`src/rtl/div_ctrl_w_if.sv`:
```
// Issue/response handshake and divider-core bus for the RV64M word-divide controller.
interface div_ctrl_w_if #(
  parameter int XLEN = 64,
  parameter int DW   = 32
);
  logic              req_valid;
  logic              req_ready;
  logic [1:0]        req_op;
  logic [XLEN-1:0]   req_src1;
  logic [XLEN-1:0]   req_src2;
  logic              flush;
  logic              resp_valid;
  logic              resp_ready;
  logic [XLEN-1:0]   resp_data;
  logic              div_valid;
  logic [DW-1:0]     div_a;
  logic [DW-1:0]     div_b;
  logic              div_done;
  logic [2*DW-1:0]   div_c;

  modport master (
    output req_valid, req_op, req_src1, req_src2, flush, resp_ready, div_done, div_c,
    input  req_ready, resp_valid, resp_data, div_valid, div_a, div_b
  );

  modport slave (
    input  req_valid, req_op, req_src1, req_src2, flush, resp_ready, div_done, div_c,
    output req_ready, resp_valid, resp_data, div_valid, div_a, div_b
  );
endinterface

```
`src/rtl/div_ctrl_w.sv`:
```
// Execute-stage controller for DIVW/DIVUW/REMW/REMUW: special cases, sign handling
// around an unsigned iterative core, and a sign-extended valid/ready response.
module div_ctrl_w #(
  parameter int XLEN = 64,
  parameter int DW   = 32
) (
  input logic         clk,
  input logic         reset,
  div_ctrl_w_if.slave bus
);

  typedef enum logic [2:0] {
    S_IDLE, S_LAUNCH, S_WAIT, S_FIX, S_RESP, S_DRAIN
  } state_e;

  localparam logic [DW-1:0] MIN_NEG = {1'b1, {(DW-1){1'b0}}};

  function automatic logic [XLEN-1:0] sext(input logic [DW-1:0] v);
    return {{(XLEN-DW){v[DW-1]}}, v};
  endfunction

  state_e          state_q, state_d;
  logic [1:0]      op_q, op_d;
  logic            sa_q, sa_d, sb_q, sb_d;
  logic [DW-1:0]   div_a_q, div_a_d, div_b_q, div_b_d;
  logic [XLEN-1:0] resp_q, resp_d;

  logic [DW-1:0]   a, b, spec_res, q_fix, r_fix, res_fix;
  logic            is_signed, a_neg, b_neg;
  logic            unused_hi;

  assign unused_hi = ^{bus.req_src1[XLEN-1:DW], bus.req_src2[XLEN-1:DW]};

  always_comb begin
    a         = bus.req_src1[DW-1:0];
    b         = bus.req_src2[DW-1:0];
    is_signed = ~bus.req_op[0];
    a_neg     = is_signed & a[DW-1];
    b_neg     = is_signed & b[DW-1];
    spec_res  = '0;

    // Core works on magnitudes; signs were captured at accept time.
    q_fix = bus.div_c[DW-1:0];
    r_fix = bus.div_c[2*DW-1:DW];
    if (sa_q ^ sb_q) q_fix = -q_fix;
    if (sa_q)        r_fix = -r_fix;
    res_fix = op_q[1] ? r_fix : q_fix;

    state_d = state_q;
    op_d    = op_q;
    sa_d    = sa_q;
    sb_d    = sb_q;
    div_a_d = div_a_q;
    div_b_d = div_b_q;
    resp_d  = resp_q;

    unique case (state_q)
      S_IDLE: begin
        if (bus.req_valid && !bus.flush) begin
          op_d = bus.req_op;
          sa_d = a_neg;
          sb_d = b_neg;
          if (b == '0) begin
            spec_res = bus.req_op[1] ? a : '1;
            resp_d   = sext(spec_res);
            state_d  = S_RESP;
          end else if (is_signed && a == MIN_NEG && b == '1) begin
            spec_res = bus.req_op[1] ? '0 : MIN_NEG;
            resp_d   = sext(spec_res);
            state_d  = S_RESP;
          end else begin
            div_a_d = a_neg ? -a : a;
            div_b_d = b_neg ? -b : b;
            state_d = S_LAUNCH;
          end
        end
      end
      S_LAUNCH: state_d = bus.flush ? S_DRAIN : S_WAIT;
      S_WAIT: begin
        if (bus.flush)         state_d = S_DRAIN;
        else if (bus.div_done) state_d = S_FIX;
      end
      S_FIX: begin
        if (bus.flush) begin
          state_d = S_IDLE;
        end else begin
          resp_d  = sext(res_fix);
          state_d = S_RESP;
        end
      end
      S_RESP: begin
        if (bus.flush || bus.resp_ready) state_d = S_IDLE;
      end
      S_DRAIN: begin
        if (bus.div_done) state_d = S_IDLE;
      end
      default: state_d = S_IDLE;
    endcase
  end

  always_ff @(posedge clk) begin
    if (reset) begin
      state_q <= S_IDLE;
      op_q    <= '0;
      sa_q    <= 1'b0;
      sb_q    <= 1'b0;
      div_a_q <= '0;
      div_b_q <= '0;
      resp_q  <= '0;
    end else begin
      state_q <= state_d;
      op_q    <= op_d;
      sa_q    <= sa_d;
      sb_q    <= sb_d;
      div_a_q <= div_a_d;
      div_b_q <= div_b_d;
      resp_q  <= resp_d;
    end
  end

  assign bus.req_ready  = (state_q == S_IDLE);
  assign bus.resp_valid = (state_q == S_RESP);
  assign bus.resp_data  = resp_q;
  assign bus.div_valid  = (state_q == S_LAUNCH);
  assign bus.div_a      = div_a_q;
  assign bus.div_b      = div_b_q;

endmodule

```
`src/flat_wrapper.sv`:
```
// flat-port wrapper written by rule: the top's interface ports become plain ports
module div_ctrl_w_flat 
#(
  parameter int XLEN = 64,
  parameter int DW   = 32
)
  (clk, reset, bus_req_valid, bus_req_op, bus_req_src1, bus_req_src2, bus_flush, bus_resp_ready, bus_div_done, bus_div_c, bus_req_ready, bus_resp_valid, bus_resp_data, bus_div_valid, bus_div_a, bus_div_b);
  div_ctrl_w_if #(.XLEN(XLEN), .DW(DW)) bus_i ();
  input logic clk;
  input logic reset;
  input wire logic [$bits(bus_i.req_valid)-1:0] bus_req_valid;
  input wire logic [$bits(bus_i.req_op)-1:0] bus_req_op;
  input wire logic [$bits(bus_i.req_src1)-1:0] bus_req_src1;
  input wire logic [$bits(bus_i.req_src2)-1:0] bus_req_src2;
  input wire logic [$bits(bus_i.flush)-1:0] bus_flush;
  input wire logic [$bits(bus_i.resp_ready)-1:0] bus_resp_ready;
  input wire logic [$bits(bus_i.div_done)-1:0] bus_div_done;
  input wire logic [$bits(bus_i.div_c)-1:0] bus_div_c;
  output wire logic [$bits(bus_i.req_ready)-1:0] bus_req_ready;
  output wire logic [$bits(bus_i.resp_valid)-1:0] bus_resp_valid;
  output wire logic [$bits(bus_i.resp_data)-1:0] bus_resp_data;
  output wire logic [$bits(bus_i.div_valid)-1:0] bus_div_valid;
  output wire logic [$bits(bus_i.div_a)-1:0] bus_div_a;
  output wire logic [$bits(bus_i.div_b)-1:0] bus_div_b;
  assign bus_i.req_valid = bus_req_valid;
  assign bus_i.req_op = bus_req_op;
  assign bus_i.req_src1 = bus_req_src1;
  assign bus_i.req_src2 = bus_req_src2;
  assign bus_i.flush = bus_flush;
  assign bus_i.resp_ready = bus_resp_ready;
  assign bus_i.div_done = bus_div_done;
  assign bus_i.div_c = bus_div_c;
  assign bus_req_ready = bus_i.req_ready;
  assign bus_resp_valid = bus_i.resp_valid;
  assign bus_resp_data = bus_i.resp_data;
  assign bus_div_valid = bus_i.div_valid;
  assign bus_div_a = bus_i.div_a;
  assign bus_div_b = bus_i.div_b;
  div_ctrl_w #(.XLEN(XLEN), .DW(DW)) u_core (.clk(clk), .reset(reset), .bus(bus_i));
endmodule
```
`config.mk`:
```
export PLATFORM = sky130hd
export DESIGN_NAME = div_ctrl_w_flat
export DESIGN_NICKNAME = d
export VERILOG_FILES = /design/src/rtl/div_ctrl_w_if.sv /design/src/rtl/div_ctrl_w.sv /design/src/flat_wrapper.sv
export SDC_FILE = /design/constraint.sdc
export NUM_CORES = 1
export LEC_CHECK = 0
export BUFFER_PORTS_ARGS = -buffer_cell sky130_fd_sc_hd__buf_2
export CAP_MARGIN = 40
export CORE_MARGIN = 5
export CORE_UTILIZATION = 35
export CTS_CLUSTER_DIAMETER = 80
export DETAILED_ROUTE_END_ITERATION = 6
export GPL_TIMING_DRIVEN = 0
export PLACE_DENSITY = 0.65
export SYNTH_ARGS = -nofsm -noshare
export SYNTH_HDL_FRONTEND = slang
export SYNTH_SLANG_ARGS = --single-unit
```
`constraint.sdc`:
```
create_clock -name clk -period 8.25 [get_ports clk]
set_input_delay 1.2375 -clock clk [delete_from_list [all_inputs] [get_ports clk]]
set_output_delay 1.2375 -clock clk [all_outputs]
set_load 0.05 [all_outputs]
```
## Word level (Yosys, flattened, before mapping)

Index checks and enable logic that the tools add are counted.

- Bits of input ports: 200
- Output and inout bits: 131
- Flip-flop bits (word level): 135

- Bitwise logic cells: 6
- Reductions and logical operators: 12
- $add $sub $neg: 4
- Mux-type cells: 22
- Equality and inequality tests: 13

Operators by type and width:

| kind | number |
|---|---|
| 64-bit two-way mux | 4 |
| 32-bit two-way mux | 7 |
| 32-bit negation | 4 |
| 64-bit one-hot mux with 2 select lines | 1 |
| 32-bit equality test (second input constant) | 2 |
| 32-bit logical NOT | 1 |
| 3-bit two-way mux | 9 |
| 3-bit one-hot mux with 6 select lines | 1 |
| 4-bit AND reduction | 3 |
| 3-bit by 2-bit equality test with 1-bit output (second input constant) | 2 |
| 3-bit equality test (second input constant) | 2 |
| 2-bit by 1-bit != test with 1-bit output (second input constant) | 2 |
| 2-bit != test (second input constant) | 2 |
| 3-bit by 1-bit equality test with 1-bit output (second input constant) | 1 |
| 1-bit logical AND | 3 |
| 3-bit logical NOT | 1 |
| 3-bit by 1-bit != test with 1-bit output (second input constant) | 1 |
| 3-bit != test (second input constant) | 1 |
| 1-bit inverter | 3 |
| 1-bit AND | 2 |
| 2-bit AND reduction | 1 |
| 2-bit nonzero test | 1 |
| 1-bit logical NOT | 1 |
| 1-bit logical OR | 1 |
| 1-bit XOR | 1 |

## Longest topological paths before layout

Gate-level depths: netlist of run 1.

- Depth in word-level cells: 7
- Gate-level depth with buffers: 10
- Mapped depth without buffers: 8

## Least setup slack after synthesis of run 1

No wires, ideal clock.

- Path kind: input port to flip-flop
- Start point: input bus_div_c[38]
- End point: register u_core.resp_q[62], in the netlist u_core.bus.resp_data[62]
- Buffers on the path: 2
- Setup slack: 4,550 ps
- Stages on the path: 8
- Arrival: 3,599 ps
- Path through: or4_4 -> buf_6 -> or3_1 -> buf_6 -> or4_4 -> o31a_1 -> mux2i_1 -> o41ai_1

- Cells in the longest elaborated chain, start to end: 5

Ends and longest elaborated chain:

| item | line | RTL |
|---|---|---|
| start: declaration | flat_wrapper.sv:18 | `input wire logic [$bits(bus_i.div_c)-1:0] bus_div_c;` |
| 32-bit negation | div_ctrl_w.sv:46 | `if (sa_q) r_fix = -r_fix;` |
| 32-bit two-way mux | div_ctrl_w.sv:46 |  |
| 32-bit two-way mux | div_ctrl_w.sv:47 | `res_fix = op_q[1] ? r_fix : q_fix;` |
| 64-bit two-way mux | div_ctrl_w.sv:84 | `if (bus.flush) begin` |
| 64-bit one-hot mux with 2 select lines | div_ctrl_w.sv:57 | `unique case (state_q)` |
| end signal: assignment | div_ctrl_w.sv:117 | `resp_q <= resp_d;` |
| end: declaration | div_ctrl_w.sv:26 | `logic [XLEN-1:0] resp_q, resp_d;` |

Every way passes these cells. The select of a mux whose other input is x is not followed.
A chain may end at the register's enable or synchronous reset.

## Final worst setup path of run 1

- Start point: input bus_req_src1[0]
- End point: register u_core.div_b_q[26], in the netlist u_core.bus.div_b[26]

- Cells in the longest elaborated chain, start to end: 5

Ends and longest elaborated chain:

| item | line | RTL |
|---|---|---|
| start: declaration | flat_wrapper.sv:13 | `input wire logic [$bits(bus_i.req_src1)-1:0] bus_req_src1;` |
| 32-bit equality test | div_ctrl_w.sv:67 | `end else if (is_signed && a == MIN_NEG && b == '1) begin` |
| 1-bit logical AND (2 in series) | div_ctrl_w.sv:67 |  |
| 1-bit inverter (no line) | - |  |
| 4-bit AND reduction (no line) | - |  |
| end signal: assignment | div_ctrl_w.sv:116 | `div_b_q <= div_b_d;` |
| end: declaration | div_ctrl_w.sv:25 | `logic [DW-1:0] div_a_q, div_a_d, div_b_q, div_b_d;` |

Every way passes these cells.

==> report_table.html, run 1 <==
<table>
<tr><th>Metric</th><th>Value</th></tr>
<tr><th colspan="2">Outcome</th></tr>
<tr><td>Result of the run</td><td>complete, no violations</td></tr>
<tr><th colspan="2">STA</th></tr>
<tr><td>Post-route minimum period</td><td>4.124 ns</td></tr>
<tr><td>Maximum achievable frequency</td><td>0.2425 GHz</td></tr>
<tr><td>Final period util</td><td>49.99%</td></tr>
<tr><td>Hold violation total from the final report</td><td>0</td></tr>
<tr><td>Number of pins exceeding their max-slew limit in the final report</td><td>0</td></tr>
<tr><td>Total Neg Setup Slack</td><td>0 ns</td></tr>
<tr><td>Count of endpoints failing setup in the final report</td><td>0</td></tr>
<tr><td>Headroom to the max-slew limit</td><td>39.02%</td></tr>
<tr><td>Unrepaired setup endpoints after global routing</td><td>false</td></tr>
<tr><td>Setup Skew</td><td>0.007116 ns</td></tr>
<tr><td>Actual slew at the worst max-slew pin</td><td>0.9063 ns</td></tr>
<tr><th colspan="2">Synthesis</th></tr>
<tr><td>Library cell occupying the most area in the post-synthesis netlist</td><td>sky130_fd_sc_hd__dfxtp_1</td></tr>
<tr><td>Number of enable-type register cells in the synthesized netlist</td><td>0</td></tr>
<tr><td>Sequential fraction of the synthesis area</td><td>26.57%</td></tr>
<tr><td>Proportion of synthesized flip-flops having asynchronous set or reset</td><td>0%</td></tr>
<tr><td>Largest cells by area after synthesis</td><td>sky130_fd_sc_hd__dfxtp_1 27%, sky130_fd_sc_hd__xnor2_1 7.0%, sky130_fd_sc_hd__a21oi_1 6.1%</td></tr>
<tr><td>Average footprint of a synthesized cell</td><td>7.717 sq um</td></tr>
<tr><td>Flops &amp; latches, synth</td><td>102</td></tr>
<tr><td>Post-synthesis net count</td><td>1201</td></tr>
<tr><td>Number of different library cells in the post-synthesis netlist</td><td>65</td></tr>
<tr><td>Share of Yosys cell area claimed by the top area cell type</td><td>26.57%</td></tr>
<tr><td>Primary flip-flop cell chosen by synthesis mapping</td><td>sky130_fd_sc_hd__dfxtp_1</td></tr>
<tr><td>Synth Cell Area</td><td>7686 sq um</td></tr>
<tr><td>Most frequent cells after synthesis</td><td>102 x sky130_fd_sc_hd__dfxtp_1, 93 x sky130_fd_sc_hd__a21oi_1, 71 x sky130_fd_sc_hd__clkbuf_1</td></tr>
<tr><td>Cell with the most instances after synthesis</td><td>sky130_fd_sc_hd__dfxtp_1</td></tr>
<tr><td>Instance count of the mapped netlist</td><td>996</td></tr>
<tr><td>Number of warnings printed during yosys synthesis</td><td>0</td></tr>
<tr><th colspan="2">Floorplan</th></tr>
<tr><td>Initial cell density of the core</td><td>35.33%</td></tr>
<tr><td>Std-Cell Rows</td><td>54</td></tr>
<tr><td>Core box area</td><td>21760 sq um</td></tr>
<tr><td>Die X-Extent</td><td>158.2 microns</td></tr>
<tr><td>Floorplan die area</td><td>25020 sq um</td></tr>
<tr><td>Number of top-level pins</td><td>331</td></tr>
<tr><td>Vertical die dimension</td><td>158.2 microns</td></tr>
<tr><th colspan="2">CTS</th></tr>
<tr><td>Buffers inserted during post-CTS setup optimization</td><td>0</td></tr>
<tr><td>CTS Buf Count</td><td>9</td></tr>
<tr><td>Number of clock sinks seen by CTS</td><td>102</td></tr>
<tr><td>Root Buffer Master</td><td>sky130_fd_sc_hd__clkbuf_16</td></tr>
<tr><td>Latest clock arrival within the worst-skew pair</td><td>0.36 ns</td></tr>
<tr><td>Number of hold buffers added after CTS</td><td>0</td></tr>
<tr><td>CTS tree</td><td>done</td></tr>
<tr><td>H-tree level count</td><td>3</td></tr>
<tr><td>Clk pin slew, worst setup/hold paths</td><td>0.08 ns</td></tr>
<tr><td>Post-cts sizing count</td><td>0</td></tr>
<tr><td>Number of buffers between clock root and the deepest sink</td><td>2</td></tr>
<tr><th colspan="2">Min path</th></tr>
<tr><td>HP Start</td><td>u_core.bus.resp_data[25]$_SDFFE_PP0P_</td></tr>
<tr><td>Worst hold path class</td><td>register to register</td></tr>
<tr><td>Min-Delay Path Depth</td><td>1</td></tr>
<tr><th colspan="2">Critical path</th></tr>
<tr><td>Top delay family on crit path</td><td>simple AND/OR/NAND/NOR gates</td></tr>
<tr><td>Timing startpoint of the critical path</td><td>bus_req_src1[0]</td></tr>
<tr><td>Kind of launch point of the worst setup path</td><td>input port</td></tr>
<tr><td>Kind of end point of the critical path</td><td>register</td></tr>
<tr><td>Slowest stage cell on the critical path</td><td>sky130_fd_sc_hd__nor4_4</td></tr>
<tr><td>Buffers &amp; Inverters on Critical Path</td><td>4</td></tr>
<tr><td>Cell breakdown of the critical path</td><td>buf_2, inv_1, ha_1, or3b_1, nor4_4, nand2_1, o32a_1, clkbuf_1, clkbuf_1, a21oi_1, a211oi_1</td></tr>
<tr><td>Number of logic stages on the critical path including buffering</td><td>11</td></tr>
<tr><td>Cell type with the highest occurrence count on the critical path</td><td>sky130_fd_sc_hd__clkbuf_1</td></tr>
<tr><td>Type of the setup path with the least slack</td><td>input port to register</td></tr>
<tr><td>Max stage delay on crit path</td><td>0.60 ns</td></tr>
<tr><td>Endpoint arrival time on the critical path</td><td>4.35 ns</td></tr>
<tr><td>FF-to-FF Start</td><td>u_core.state_q[0]$_SDFFE_PP0P_</td></tr>
<tr><td>Crit Path Max Fanout</td><td>10</td></tr>
<tr><td>Number of cells on the worst reg-to-reg path</td><td>7</td></tr>
<tr><td>Data required, critical path</td><td>8.47 ns</td></tr>
<tr><th colspan="2">Finish</th></tr>
<tr><td>Final Cell Area</td><td>9641 sq um</td></tr>
<tr><td>Non-filler cells in the finished layout</td><td>1553</td></tr>
<tr><td>Core utilization of the finished layout</td><td>44.31%</td></tr>
<tr><td>Synth-to-Final Area Change</td><td>25.43%</td></tr>
<tr><td>Layout cell share with drive strength beyond 1</td><td>26.24%</td></tr>
<tr><td>Antenna cell count</td><td>0</td></tr>
<tr><td>Nets</td><td>1473</td></tr>
<tr><th colspan="2">Power and ir drop</th></tr>
<tr><td>Maximum ir drop on the vdd rail</td><td>82.73 uV</td></tr>
<tr><td>Power per cell area</td><td>144.9 nW/um^2</td></tr>
<tr><td>Leakage power</td><td>3.826 nW</td></tr>
<tr><th colspan="2">Global routing</th></tr>
<tr><td>Global-route wire length before repair</td><td>45620 microns</td></tr>
<tr><td>Largest net degree at the start of global routing</td><td>20</td></tr>
<tr><td>Grt total ovfl</td><td>0</td></tr>
<tr><td>GRT Total Usage</td><td>23.14%</td></tr>
<tr><td>Via count of the first global-routing pass</td><td>8201</td></tr>
<tr><td>Antenna violations before repair</td><td>1</td></tr>
<tr><th colspan="2">Route</th></tr>
<tr><td>Routed wirelength normalized by instance count</td><td>19.79 microns</td></tr>
<tr><td>Total via count in the routed design</td><td>8798</td></tr>
<tr><td>Total Routed Length</td><td>30740 microns</td></tr>
<tr><td>Violation count after the first detailed-route iteration</td><td>693</td></tr>
<tr><td>Detailed-route vias per instance</td><td>5.665</td></tr>
<tr><td>Count of TritonRoute iterations in the first routing pass</td><td>5</td></tr>
<tr><td>Post-route DRC</td><td>0</td></tr>
<tr><td>Number of nets with antenna violations after routing</td><td>0</td></tr>
<tr><th colspan="2">Placement</th></tr>
<tr><td>Routability cong.</td><td>0.9067</td></tr>
<tr><td>Detailed-placement wirelength estimate</td><td>24720 microns</td></tr>
<tr><td>Post-placement cell area</td><td>9355 sq um</td></tr>
<tr><td>Port bufs</td><td>257</td></tr>
<tr><td>Number of instances in the placed design</td><td>1537</td></tr>
<tr><th colspan="2">Flow run</th></tr>
<tr><td>Max-cap viol count</td><td>0</td></tr>
</table>
## logic make-up (layout without fill, tap and decap cells)
family          Yosys count  count (layout)  share of synthesized area (%)
fa+ha+maj                 5               5                         0.8139
flops                   102             102                          26.57
buf+inv                 137             414                          8.546
xor+xnor                113             113                          12.88
mux                       6               6                         0.7977
compound gates          347             347                          30.64
simple gates            286             286                          19.76
## worst paths after layout
kind | endpoint | slack (ns)
max | u_core.bus.div_b[26]$_SDFFE_PP0P_ | 4.13
min | u_core.bus.resp_data[25]$_SDFFE_PP0P_ | 0.47
max reg2reg | u_core.bus.div_b[27]$_SDFFE_PP0P_ | 5.77
min reg2reg | u_core.bus.resp_data[25]$_SDFFE_PP0P_ | 0.47
## area by class of cell
type                       count  area, sq um
buffer                       114        570.5
clock buffer                  11        242.7
clock inverter                 5        42.54
fill                        2341        12120
inverter                      23        86.33
multi-input combinational    757         4987
sequential                   102         2042
tap                          280        350.3
timing repair buffer         261         1319
## cell usage in the layout (no fill, tap or decap), types with 4 or more instances in the layout
| master | synthesis | layout |
|---|---|---|
| sky130_fd_sc_hd__buf_2 | 6 | 265 |
| sky130_fd_sc_hd__dfxtp_1 | 102 | 102 |
| sky130_fd_sc_hd__a21oi_1 | 93 | 93 |
| sky130_fd_sc_hd__clkbuf_1 | 71 | 72 |
| sky130_fd_sc_hd__xnor2_1 | 61 | 61 |
| sky130_fd_sc_hd__nor2_1 | 59 | 59 |
| sky130_fd_sc_hd__nand2_1 | 58 | 58 |
| sky130_fd_sc_hd__a211oi_1 | 58 | 58 |
| sky130_fd_sc_hd__xor2_1 | 52 | 52 |
| sky130_fd_sc_hd__o31ai_1 | 39 | 39 |
| sky130_fd_sc_hd__o21ai_0 | 37 | 37 |
| sky130_fd_sc_hd__nor3_1 | 36 | 36 |
| sky130_fd_sc_hd__a31oi_1 | 33 | 33 |
| sky130_fd_sc_hd__buf_4 | 32 | 33 |
| sky130_fd_sc_hd__inv_1 | 23 | 23 |
| sky130_fd_sc_hd__nand4_1 | 23 | 23 |
| sky130_fd_sc_hd__o41ai_1 | 21 | 21 |
| sky130_fd_sc_hd__nor4_1 | 19 | 19 |
| sky130_fd_sc_hd__or4_1 | 19 | 19 |
| sky130_fd_sc_hd__or3_1 | 16 | 16 |
| sky130_fd_sc_hd__o211ai_1 | 15 | 15 |
| sky130_fd_sc_hd__nand3_1 | 12 | 12 |
| sky130_fd_sc_hd__nand2b_1 | 11 | 11 |
| sky130_fd_sc_hd__clkbuf_16 | 0 | 9 |
| sky130_fd_sc_hd__or2_2 | 6 | 6 |
| sky130_fd_sc_hd__a311oi_1 | 6 | 6 |
| sky130_fd_sc_hd__a22oi_1 | 6 | 6 |
| sky130_fd_sc_hd__mux2i_1 | 5 | 5 |
| sky130_fd_sc_hd__a41oi_1 | 5 | 5 |
| sky130_fd_sc_hd__a32o_1 | 5 | 5 |
| sky130_fd_sc_hd__o221ai_1 | 5 | 5 |
| sky130_fd_sc_hd__ha_1 | 5 | 5 |
| sky130_fd_sc_hd__nor3b_1 | 4 | 4 |
| sky130_fd_sc_hd__o31a_1 | 4 | 4 |
| sky130_fd_sc_hd__o2bb2ai_1 | 4 | 4 |
## registers in the layout, summed over array words and instances, names as in the netlist
signal / flops
u_core.bus.div_a: 32
u_core.bus.div_b: 32
u_core.bus.resp_data: 32
u_core.state_q: 3
u_core.op_q: 1
u_core.sa_q: 1
u_core.sb_q: 1
## power by group
part           switching, W  leakage (nW)  internal, W
Clock              0.000215         0.142     0.000218
Combinational      0.000295          2.85     0.000129
Sequential        0.0000176         0.833     0.000523
## metal layers
metal	vias up	track usage, %	routed length (microns)
li1	4275	-	-
met1	4091	30.85	13120
met2	379	38.02	14260
met3	51	5.057	2751
met4	2	6.011	586
met5	-	0	13
## through the flow
| stage | hold WS [ns] | total power, W | worst slack [ns] |
|---|---|---|---|
| after global routing | 0.4927 | 0.001458 | 3.865 |
| after floorplan | 0.4732 | 0.0008267 | 4.550 |
| after CTS | 0.4668 | 0.001399 | 4.144 |
| after global placement | 0.4451 | 0.0009690 | 3.801 |
| final | 0.4683 | 0.001397 | 4.126 |
| after detailed placement | 0.4415 | 0.0009736 | 3.770 |
No activity file was read; power rests on OpenSTA's default activity.
==> run 2: changes to the inputs <==
--- a/config.mk
+++ b/config.mk
@@ -12,7 +12,7 @@
 export CTS_CLUSTER_DIAMETER = 80
 export DETAILED_ROUTE_END_ITERATION = 6
 export GPL_TIMING_DRIVEN = 0
-export PLACE_DENSITY = 0.65
+export PLACE_DENSITY = 0.67
 export SYNTH_ARGS = -nofsm -noshare
 export SYNTH_HDL_FRONTEND = slang
 export SYNTH_SLANG_ARGS = --single-unit
==> constraint.sdc (replaced) <==
create_clock -name clk -period 3.76 [get_ports clk]
set_input_delay 0.564 -clock clk [delete_from_list [all_inputs] [get_ports clk]]
set_output_delay 0.564 -clock clk [all_outputs]
set_load 0.05 [all_outputs]
==> run 2 against run 1 <==
  * Wire length grew 0.41%
  * Cell count is essentially flat
  * Utilization grew 0.15 points
  * Critical path type unchanged
  * Critical endpoint is now u_core.bus.div_b[28]$_SDFFE_PP0P_
  * Largest cell class unchanged
  * Highest routed layer unchanged
==> report_table.html, run 2 (same netlist as run 1, synthesis figures left out) <==
<table>
<tr><th>Metric</th><th>Value</th></tr>
<tr><th colspan="2">Floorplan</th></tr>
<tr><td>Number of top-level pins</td><td>331</td></tr>
<tr><td>Vertical die dimension</td><td>158.2 microns</td></tr>
<tr><td>Core box area</td><td>21760 sq um</td></tr>
<tr><td>Initial cell density of the core</td><td>35.33%</td></tr>
<tr><td>Die X-Extent</td><td>158.2 microns</td></tr>
<tr><td>Std-Cell Rows</td><td>54</td></tr>
<tr><td>Floorplan die area</td><td>25020 sq um</td></tr>
<tr><th colspan="2">Placement</th></tr>
<tr><td>Routability cong.</td><td>0.9269</td></tr>
<tr><td>Post-placement cell area</td><td>9360 sq um</td></tr>
<tr><td>Detailed-placement wirelength estimate</td><td>25140 microns</td></tr>
<tr><td>Port bufs</td><td>257</td></tr>
<tr><td>Number of instances in the placed design</td><td>1538</td></tr>
<tr><th colspan="2">CTS</th></tr>
<tr><td>Buffers inserted during post-CTS setup optimization</td><td>0</td></tr>
<tr><td>Post-cts sizing count</td><td>0</td></tr>
<tr><td>CTS Buf Count</td><td>9</td></tr>
<tr><td>Root Buffer Master</td><td>sky130_fd_sc_hd__clkbuf_16</td></tr>
<tr><td>Clk pin slew, worst setup/hold paths</td><td>0.07 ns</td></tr>
<tr><td>Latest clock arrival within the worst-skew pair</td><td>0.36 ns</td></tr>
<tr><td>CTS tree</td><td>done</td></tr>
<tr><td>H-tree level count</td><td>3</td></tr>
<tr><td>Number of buffers between clock root and the deepest sink</td><td>2</td></tr>
<tr><td>Number of clock sinks seen by CTS</td><td>102</td></tr>
<tr><td>Number of hold buffers added after CTS</td><td>0</td></tr>
<tr><th colspan="2">Route</th></tr>
<tr><td>Routed wirelength normalized by instance count</td><td>19.86 microns</td></tr>
<tr><td>Total Routed Length</td><td>30860 microns</td></tr>
<tr><td>Violation count after the first detailed-route iteration</td><td>594</td></tr>
<tr><td>Number of nets with antenna violations after routing</td><td>0</td></tr>
<tr><td>Post-route DRC</td><td>0</td></tr>
<tr><td>Total via count in the routed design</td><td>8836</td></tr>
<tr><td>Count of TritonRoute iterations in the first routing pass</td><td>7</td></tr>
<tr><td>Detailed-route vias per instance</td><td>5.686</td></tr>
<tr><th colspan="2">Critical path</th></tr>
<tr><td>Type of the setup path with the least slack</td><td>input port to register</td></tr>
<tr><td>Number of cells on the worst reg-to-reg path</td><td>7</td></tr>
<tr><td>Crit Path Max Fanout</td><td>10</td></tr>
<tr><td>Data required, critical path</td><td>3.97 ns</td></tr>
<tr><td>Max stage delay on crit path</td><td>0.60 ns</td></tr>
<tr><td>Endpoint arrival time on the critical path</td><td>3.72 ns</td></tr>
<tr><td>Slowest stage cell on the critical path</td><td>sky130_fd_sc_hd__nor4_4</td></tr>
<tr><td>Kind of launch point of the worst setup path</td><td>input port</td></tr>
<tr><td>Buffers &amp; Inverters on Critical Path</td><td>4</td></tr>
<tr><td>Top delay family on crit path</td><td>simple AND/OR/NAND/NOR gates</td></tr>
<tr><td>Kind of end point of the critical path</td><td>register</td></tr>
<tr><td>Number of logic stages on the critical path including buffering</td><td>11</td></tr>
<tr><td>Cell type with the highest occurrence count on the critical path</td><td>sky130_fd_sc_hd__clkbuf_1</td></tr>
<tr><td>Cell breakdown of the critical path</td><td>buf_2, inv_1, ha_1, or3b_1, nor4_4, nand2_1, o32a_1, clkbuf_1, clkbuf_1, a21oi_1, a211oi_1</td></tr>
<tr><th colspan="2">Global routing</th></tr>
<tr><td>Global-route wire length before repair</td><td>46730 microns</td></tr>
<tr><td>GRT Total Usage</td><td>23.59%</td></tr>
<tr><td>Grt total ovfl</td><td>0</td></tr>
<tr><td>Antenna violations before repair</td><td>3</td></tr>
<tr><td>Via count of the first global-routing pass</td><td>8367</td></tr>
<tr><td>Largest net degree at the start of global routing</td><td>23</td></tr>
<tr><th colspan="2">Finish</th></tr>
<tr><td>Layout cell share with drive strength beyond 1</td><td>26.30%</td></tr>
<tr><td>Nets</td><td>1474</td></tr>
<tr><td>Final Cell Area</td><td>9673 sq um</td></tr>
<tr><td>Core utilization of the finished layout</td><td>44.46%</td></tr>
<tr><td>Most frequent standard cell in the layout excluding fill and tap cells</td><td>sky130_fd_sc_hd__buf_2</td></tr>
<tr><td>Commonest cells after routing, fill and taps aside</td><td>266 x sky130_fd_sc_hd__buf_2, 102 x sky130_fd_sc_hd__dfxtp_1, 93 x sky130_fd_sc_hd__a21oi_1</td></tr>
<tr><td>Synth-to-Final Area Change</td><td>25.85%</td></tr>
<tr><td>Antenna cell count</td><td>0</td></tr>
<tr><td>Non-filler cells in the finished layout</td><td>1554</td></tr>
<tr><th colspan="2">Outcome</th></tr>
<tr><td>Result of the run</td><td>complete, no violations</td></tr>
<tr><th colspan="2">STA</th></tr>
<tr><td>Post-route minimum period</td><td>3.510 ns</td></tr>
<tr><td>Headroom to the max-slew limit</td><td>37.71%</td></tr>
<tr><td>Actual slew at the worst max-slew pin</td><td>0.9258 ns</td></tr>
<tr><td>Maximum achievable frequency</td><td>0.2849 GHz</td></tr>
<tr><td>Total Neg Setup Slack</td><td>0 ns</td></tr>
<tr><td>Unrepaired setup endpoints after global routing</td><td>false</td></tr>
<tr><td>Number of pins exceeding their max-slew limit in the final report</td><td>0</td></tr>
<tr><td>Count of endpoints failing setup in the final report</td><td>0</td></tr>
<tr><td>Hold violation total from the final report</td><td>0</td></tr>
<tr><td>WHS</td><td>0.4635 ns</td></tr>
<tr><td>Final period util</td><td>93.36%</td></tr>
<tr><td>Setup Skew</td><td>0.009632 ns</td></tr>
<tr><th colspan="2">Min path</th></tr>
<tr><td>Min-Delay Path Depth</td><td>1</td></tr>
<tr><td>Worst hold path class</td><td>register to register</td></tr>
<tr><th colspan="2">Flow run</th></tr>
<tr><td>Max-cap viol count</td><td>0</td></tr>
<tr><th colspan="2">Power and ir drop</th></tr>
<tr><td>Leakage power</td><td>3.833 nW</td></tr>
<tr><td>Power per cell area</td><td>321.6 nW/um^2</td></tr>
<tr><td>Maximum ir drop on the vdd rail</td><td>201.0 uV</td></tr>
</table>
run 2: changes by cell type in the layout (fill, tap and decap cells not counted), sizes merged:
cell and change:
buf +1, inv -2, bufinv +1, clkinv -1, clkinvlp +2
run 2: through the flow:
stage / total power, W / worst slack (ns)
final: 0.003111 / 0.2496
after global routing: 0.003237 / 0.1074
after CTS: 0.003119 / 0.2615
after detailed placement: 0.002138 / -0.03626
after global placement: 0.002126 / -0.07790
after floorplan: 0.001814 / 0.6554
run 2: cell type report:
cell class	instances	area (sq um)
inverters	23	86.33
fillers	2329	12080
flip-flops and latches	102	2042
well taps	280	350.3
multi-input cells	757	4987
clock inverters	5	70.07
plain buffers	114	570.5
clock buffers	11	242.7
repair buffers	262	1324
run 2: routing by layer:
layer / global-route usage [%] / vias to the layer above / routed length, microns
li1: - / 4273 / -
met1: 31.01 / 4128 / 13180
met2: 39.86 / 388 / 14570
met3: 5.057 / 41 / 2550
met4: 5.158 / 6 / 514
met5: 0 / - / 52
run 2: power breakdown:
group          total (W)  switching [W]  leakage [nW]  internal, W
Clock           0.000994       0.000452         0.145     0.000542
Sequential       0.00118      0.0000371         0.833      0.00115
Combinational   0.000933       0.000649          2.86     0.000284
Total            0.00311        0.00114          3.83      0.00197
run 2: path summary, 6_finish.rpt:
path / start / end / slack (ns)
worst max-delay path: bus_req_src1[0] / u_core.bus.div_b[28]$_SDFFE_PP0P_ / 0.25
worst min-delay path: u_core.bus.resp_data[21]$_SDFFE_PP0P_ / u_core.bus.resp_data[21]$_SDFFE_PP0P_ / 0.46
worst max register to register: u_core.state_q[0]$_SDFFE_PP0P_ / u_core.bus.div_b[28]$_SDFFE_PP0P_ / 1.12
worst min register to register: u_core.bus.resp_data[21]$_SDFFE_PP0P_ / u_core.bus.resp_data[21]$_SDFFE_PP0P_ / 0.46
==> run 3: changes to the inputs <==
--- a/config.mk
+++ b/config.mk
@@ -9,10 +9,10 @@
 export CAP_MARGIN = 40
 export CORE_MARGIN = 5
 export CORE_UTILIZATION = 35
-export CTS_CLUSTER_DIAMETER = 80
+export CTS_CLUSTER_DIAMETER = 50
 export DETAILED_ROUTE_END_ITERATION = 6
 export GPL_TIMING_DRIVEN = 0
-export PLACE_DENSITY = 0.67
+export PLACE_DENSITY = 0.65
 export SYNTH_ARGS = -nofsm -noshare
 export SYNTH_HDL_FRONTEND = slang
 export SYNTH_SLANG_ARGS = --single-unit
==> constraint.sdc (replaced) <==
create_clock -name clk -period 3.25 [get_ports clk]
set_input_delay 0.4875 -clock clk [delete_from_list [all_inputs] [get_ports clk]]
set_output_delay 0.4875 -clock clk [all_outputs]
set_load 0.05 [all_outputs]
==> run 3 against run 2 <==
  * Non-clock buffer count is the same
  * Combinational power is 16% higher
  * Power is 14% higher
  * Utilization about the same
  * Register-to-register slack worse by 0.35 ns
  * Hold slack worse by 0.024 ns
  * Cell count unchanged
  * Critical endpoint is now u_core.bus.resp_data[7]$_SDFFE_PP0P_
==> report_table.html, run 3 (same netlist as run 1, synthesis figures left out) <==
<table>
<tr><th>Metric</th><th>Value</th></tr>
<tr><th colspan="2">Critical path</th></tr>
<tr><td>Data required, critical path</td><td>3.54 ns</td></tr>
<tr><td>Crit Path Max Fanout</td><td>10</td></tr>
<tr><td>Max stage delay on crit path</td><td>0.63 ns</td></tr>
<tr><td>Cell type with the highest occurrence count on the critical path</td><td>sky130_fd_sc_hd__clkbuf_1</td></tr>
<tr><td>Number of cells on the worst reg-to-reg path</td><td>7</td></tr>
<tr><td>Register-to-Register Setup Slack</td><td>0.77 ns</td></tr>
<tr><td>Top delay family on crit path</td><td>simple AND/OR/NAND/NOR gates</td></tr>
<tr><td>Terminus of the critical flop-to-flop path</td><td>u_core.bus.div_a[31]$_SDFFE_PP0P_</td></tr>
<tr><td>Endpoint arrival time on the critical path</td><td>3.33 ns</td></tr>
<tr><td>Slowest stage cell on the critical path</td><td>sky130_fd_sc_hd__or4_1</td></tr>
<tr><td>Kind of end point of the critical path</td><td>register</td></tr>
<tr><td>Kind of launch point of the worst setup path</td><td>input port</td></tr>
<tr><td>Timing startpoint of the critical path</td><td>bus_req_src2[6]</td></tr>
<tr><td>Type of the setup path with the least slack</td><td>input port to register</td></tr>
<tr><td>Buffers &amp; Inverters on Critical Path</td><td>2</td></tr>
<tr><td>FF-to-FF Start</td><td>u_core.state_q[0]$_SDFFE_PP0P_</td></tr>
<tr><td>Cell breakdown of the critical path</td><td>clkbuf_1, or4_1, nor4_1, nand4_1, nor3_2, clkbuf_1, o21ai_0, a31oi_1</td></tr>
<tr><th colspan="2">Finish</th></tr>
<tr><td>Commonest cells after routing, fill and taps aside</td><td>265 x sky130_fd_sc_hd__buf_2, 102 x sky130_fd_sc_hd__dfxtp_1, 93 x sky130_fd_sc_hd__a21oi_1</td></tr>
<tr><td>Core utilization of the finished layout</td><td>44.44%</td></tr>
<tr><td>Antenna cell count</td><td>0</td></tr>
<tr><td>Most frequent standard cell in the layout excluding fill and tap cells</td><td>sky130_fd_sc_hd__buf_2</td></tr>
<tr><td>Nets</td><td>1474</td></tr>
<tr><td>Layout cell share with drive strength beyond 1</td><td>26.77%</td></tr>
<tr><td>Synth-to-Final Area Change</td><td>25.79%</td></tr>
<tr><th colspan="2">CTS</th></tr>
<tr><td>CTS tree</td><td>done</td></tr>
<tr><td>Number of hold buffers added after CTS</td><td>0</td></tr>
<tr><td>Clk pin slew, worst setup/hold paths</td><td>0.08 ns</td></tr>
<tr><td>CTS Buf Count</td><td>9</td></tr>
<tr><td>H-tree level count</td><td>3</td></tr>
<tr><td>Root Buffer Master</td><td>sky130_fd_sc_hd__clkbuf_16</td></tr>
<tr><td>Number of buffers between clock root and the deepest sink</td><td>2</td></tr>
<tr><td>Latest clock arrival within the worst-skew pair</td><td>0.36 ns</td></tr>
<tr><td>Number of clock sinks seen by CTS</td><td>102</td></tr>
<tr><th colspan="2">Global routing</th></tr>
<tr><td>Antenna violations before repair</td><td>1</td></tr>
<tr><td>Global-route wire length before repair</td><td>45620 microns</td></tr>
<tr><td>Grt total ovfl</td><td>0</td></tr>
<tr><td>Largest net degree at the start of global routing</td><td>20</td></tr>
<tr><td>GRT Total Usage</td><td>23.15%</td></tr>
<tr><td>Via count of the first global-routing pass</td><td>8206</td></tr>
<tr><th colspan="2">Route</th></tr>
<tr><td>Total via count in the routed design</td><td>8857</td></tr>
<tr><td>Count of TritonRoute iterations in the first routing pass</td><td>5</td></tr>
<tr><td>Detailed-route vias per instance</td><td>5.699</td></tr>
<tr><td>Total Routed Length</td><td>30690 microns</td></tr>
<tr><td>Violation count after the first detailed-route iteration</td><td>611</td></tr>
<tr><td>Post-route DRC</td><td>0</td></tr>
<tr><td>Routed wirelength normalized by instance count</td><td>19.75 microns</td></tr>
<tr><td>Number of nets with antenna violations after routing</td><td>0</td></tr>
<tr><th colspan="2">STA</th></tr>
<tr><td>Hold violation total from the final report</td><td>0</td></tr>
<tr><td>Headroom to the max-slew limit</td><td>39.88%</td></tr>
<tr><td>Count of endpoints failing setup in the final report</td><td>0</td></tr>
<tr><td>Final period util</td><td>93.51%</td></tr>
<tr><td>Unrepaired setup endpoints after global routing</td><td>false</td></tr>
<tr><td>Number of pins exceeding their max-slew limit in the final report</td><td>0</td></tr>
<tr><td>Maximum achievable frequency</td><td>0.3290 GHz</td></tr>
<tr><td>Setup Skew</td><td>0.006287 ns</td></tr>
<tr><td>Actual slew at the worst max-slew pin</td><td>0.8936 ns</td></tr>
<tr><td>Post-route minimum period</td><td>3.039 ns</td></tr>
<tr><th colspan="2">Floorplan</th></tr>
<tr><td>Initial cell density of the core</td><td>35.33%</td></tr>
<tr><td>Die X-Extent</td><td>158.2 microns</td></tr>
<tr><td>Floorplan die area</td><td>25020 sq um</td></tr>
<tr><td>Core box area</td><td>21760 sq um</td></tr>
<tr><td>Number of top-level pins</td><td>331</td></tr>
<tr><td>Vertical die dimension</td><td>158.2 microns</td></tr>
<tr><td>Std-Cell Rows</td><td>54</td></tr>
<tr><th colspan="2">Min path</th></tr>
<tr><td>Worst hold path class</td><td>input port to register</td></tr>
<tr><td>HP Start</td><td>bus_req_src2[0]</td></tr>
<tr><td>Min-Delay Path Depth</td><td>3</td></tr>
<tr><td>End point of the worst hold path</td><td>u_core.bus.div_b[0]$_SDFFE_PP0P_</td></tr>
<tr><th colspan="2">Flow run</th></tr>
<tr><td>Max-cap viol count</td><td>0</td></tr>
<tr><th colspan="2">Outcome</th></tr>
<tr><td>Result of the run</td><td>complete, no violations</td></tr>
<tr><th colspan="2">Power and ir drop</th></tr>
<tr><td>Maximum ir drop on the vdd rail</td><td>210.6 uV</td></tr>
<tr><td>Tot Pwr</td><td>0.003541 W</td></tr>
<tr><td>Leakage power</td><td>3.839 nW</td></tr>
<tr><td>Power per cell area</td><td>366.3 nW/um^2</td></tr>
<tr><th colspan="2">Placement</th></tr>
<tr><td>Routability cong.</td><td>0.9067</td></tr>
<tr><td>Port bufs</td><td>257</td></tr>
<tr><td>Detailed-placement wirelength estimate</td><td>24720 microns</td></tr>
</table>
-- run 3: changes by cell type in the layout (fill, tap and decap cells not counted), moves of 2 or more --
cell and change:
sky130_fd_sc_hd__clkbuf_2 +2, sky130_fd_sc_hd__nor3_2 +2, sky130_fd_sc_hd__clkbuf_1 -2, sky130_fd_sc_hd__clkinvlp_4 -2
sky130_fd_sc_hd__nor3_1 -2
-- run 3: worst min-delay path, cell delays in order --
cell and delay [ns]:
sky130_fd_sc_hd__buf_2 0.14, sky130_fd_sc_hd__nand3_1 0.07, sky130_fd_sc_hd__a21oi_1 0.05
-- run 3: metrics by stage --
step	cell area, sq um	setup TNS (ns)	cells	hold WS [ns]	worst slack [ns]
6_report	9668	0	1554	0.4391	0.2109
5_1_grt	9668	0	1554	0.4340	0.07087
4_1_cts	9648	0	1554	0.4198	0.1532
3_5_place_dp	9355	-27.66	1537	0.4415	-0.4797
3_3_place_gp	9323	-25.31	1533	0.4451	-0.4488
2_1_floorplan	7686	0	996	0.4732	0.1454
-- run 3: report_power, final --
part	internal [W]	leakage (nW)	switching (W)
Sequential	0.00133	0.833	0.0000449
Clock	0.000552	0.142	0.000540
Combinational	0.000328	2.86	0.000750
Total	0.00221	3.84	0.00133
-- run 3: repair_timing --
item                                    4_1_cts  5_1_grt
setup buffers                                 1        0
endpoints found under the setup margin       50       60
resized for setup                             0        8
pin swaps                                     1        0
-- run 3: area by class of cell --
class / instances / area, sq um
Buffer: 114 / 573.1
Clock buffer: 11 / 242.7
Clock inverter: 5 / 42.54
Fill cell: 2337 / 12090
Inverter: 23 / 86.33
Multi-Input combinational cell: 757 / 5005
Sequential cell: 102 / 2042
Tap cell: 280 / 350.3
Timing Repair Buffer: 262 / 1326
-- run 3: how the worst max path moves through the flow --
stage | end | slack (ns) | cells past startpoint
after floorplan | u_core.bus.resp_data[24]$_SDFFE_PP0P_ | 0.15 | 6
after global placement | u_core.bus.div_b[26]$_SDFFE_PP0P_ | -0.45 | 11
after detailed placement | u_core.bus.div_a[20]$_SDFFE_PP0P_ | -0.48 | 11
after CTS | u_core.bus.resp_data[7]$_SDFFE_PP0P_ | 0.15 | 8
after global routing | u_core.bus.resp_data[7]$_SDFFE_PP0P_ | 0.07 | 8
final | u_core.bus.resp_data[7]$_SDFFE_PP0P_ | 0.21 | 8
-- run 3: layer usage --
layer | up-vias | share of wire [%] | global-route usage (%)
met1 | 4127 | 43 | 30.83
met5 | - | 0.042 | 0
met2 | 395 | 47 | 38.08
li1 | 4281 | - | -
met4 | 2 | 1.9 | 5.646
met3 | 52 | 8.7 | 5.303
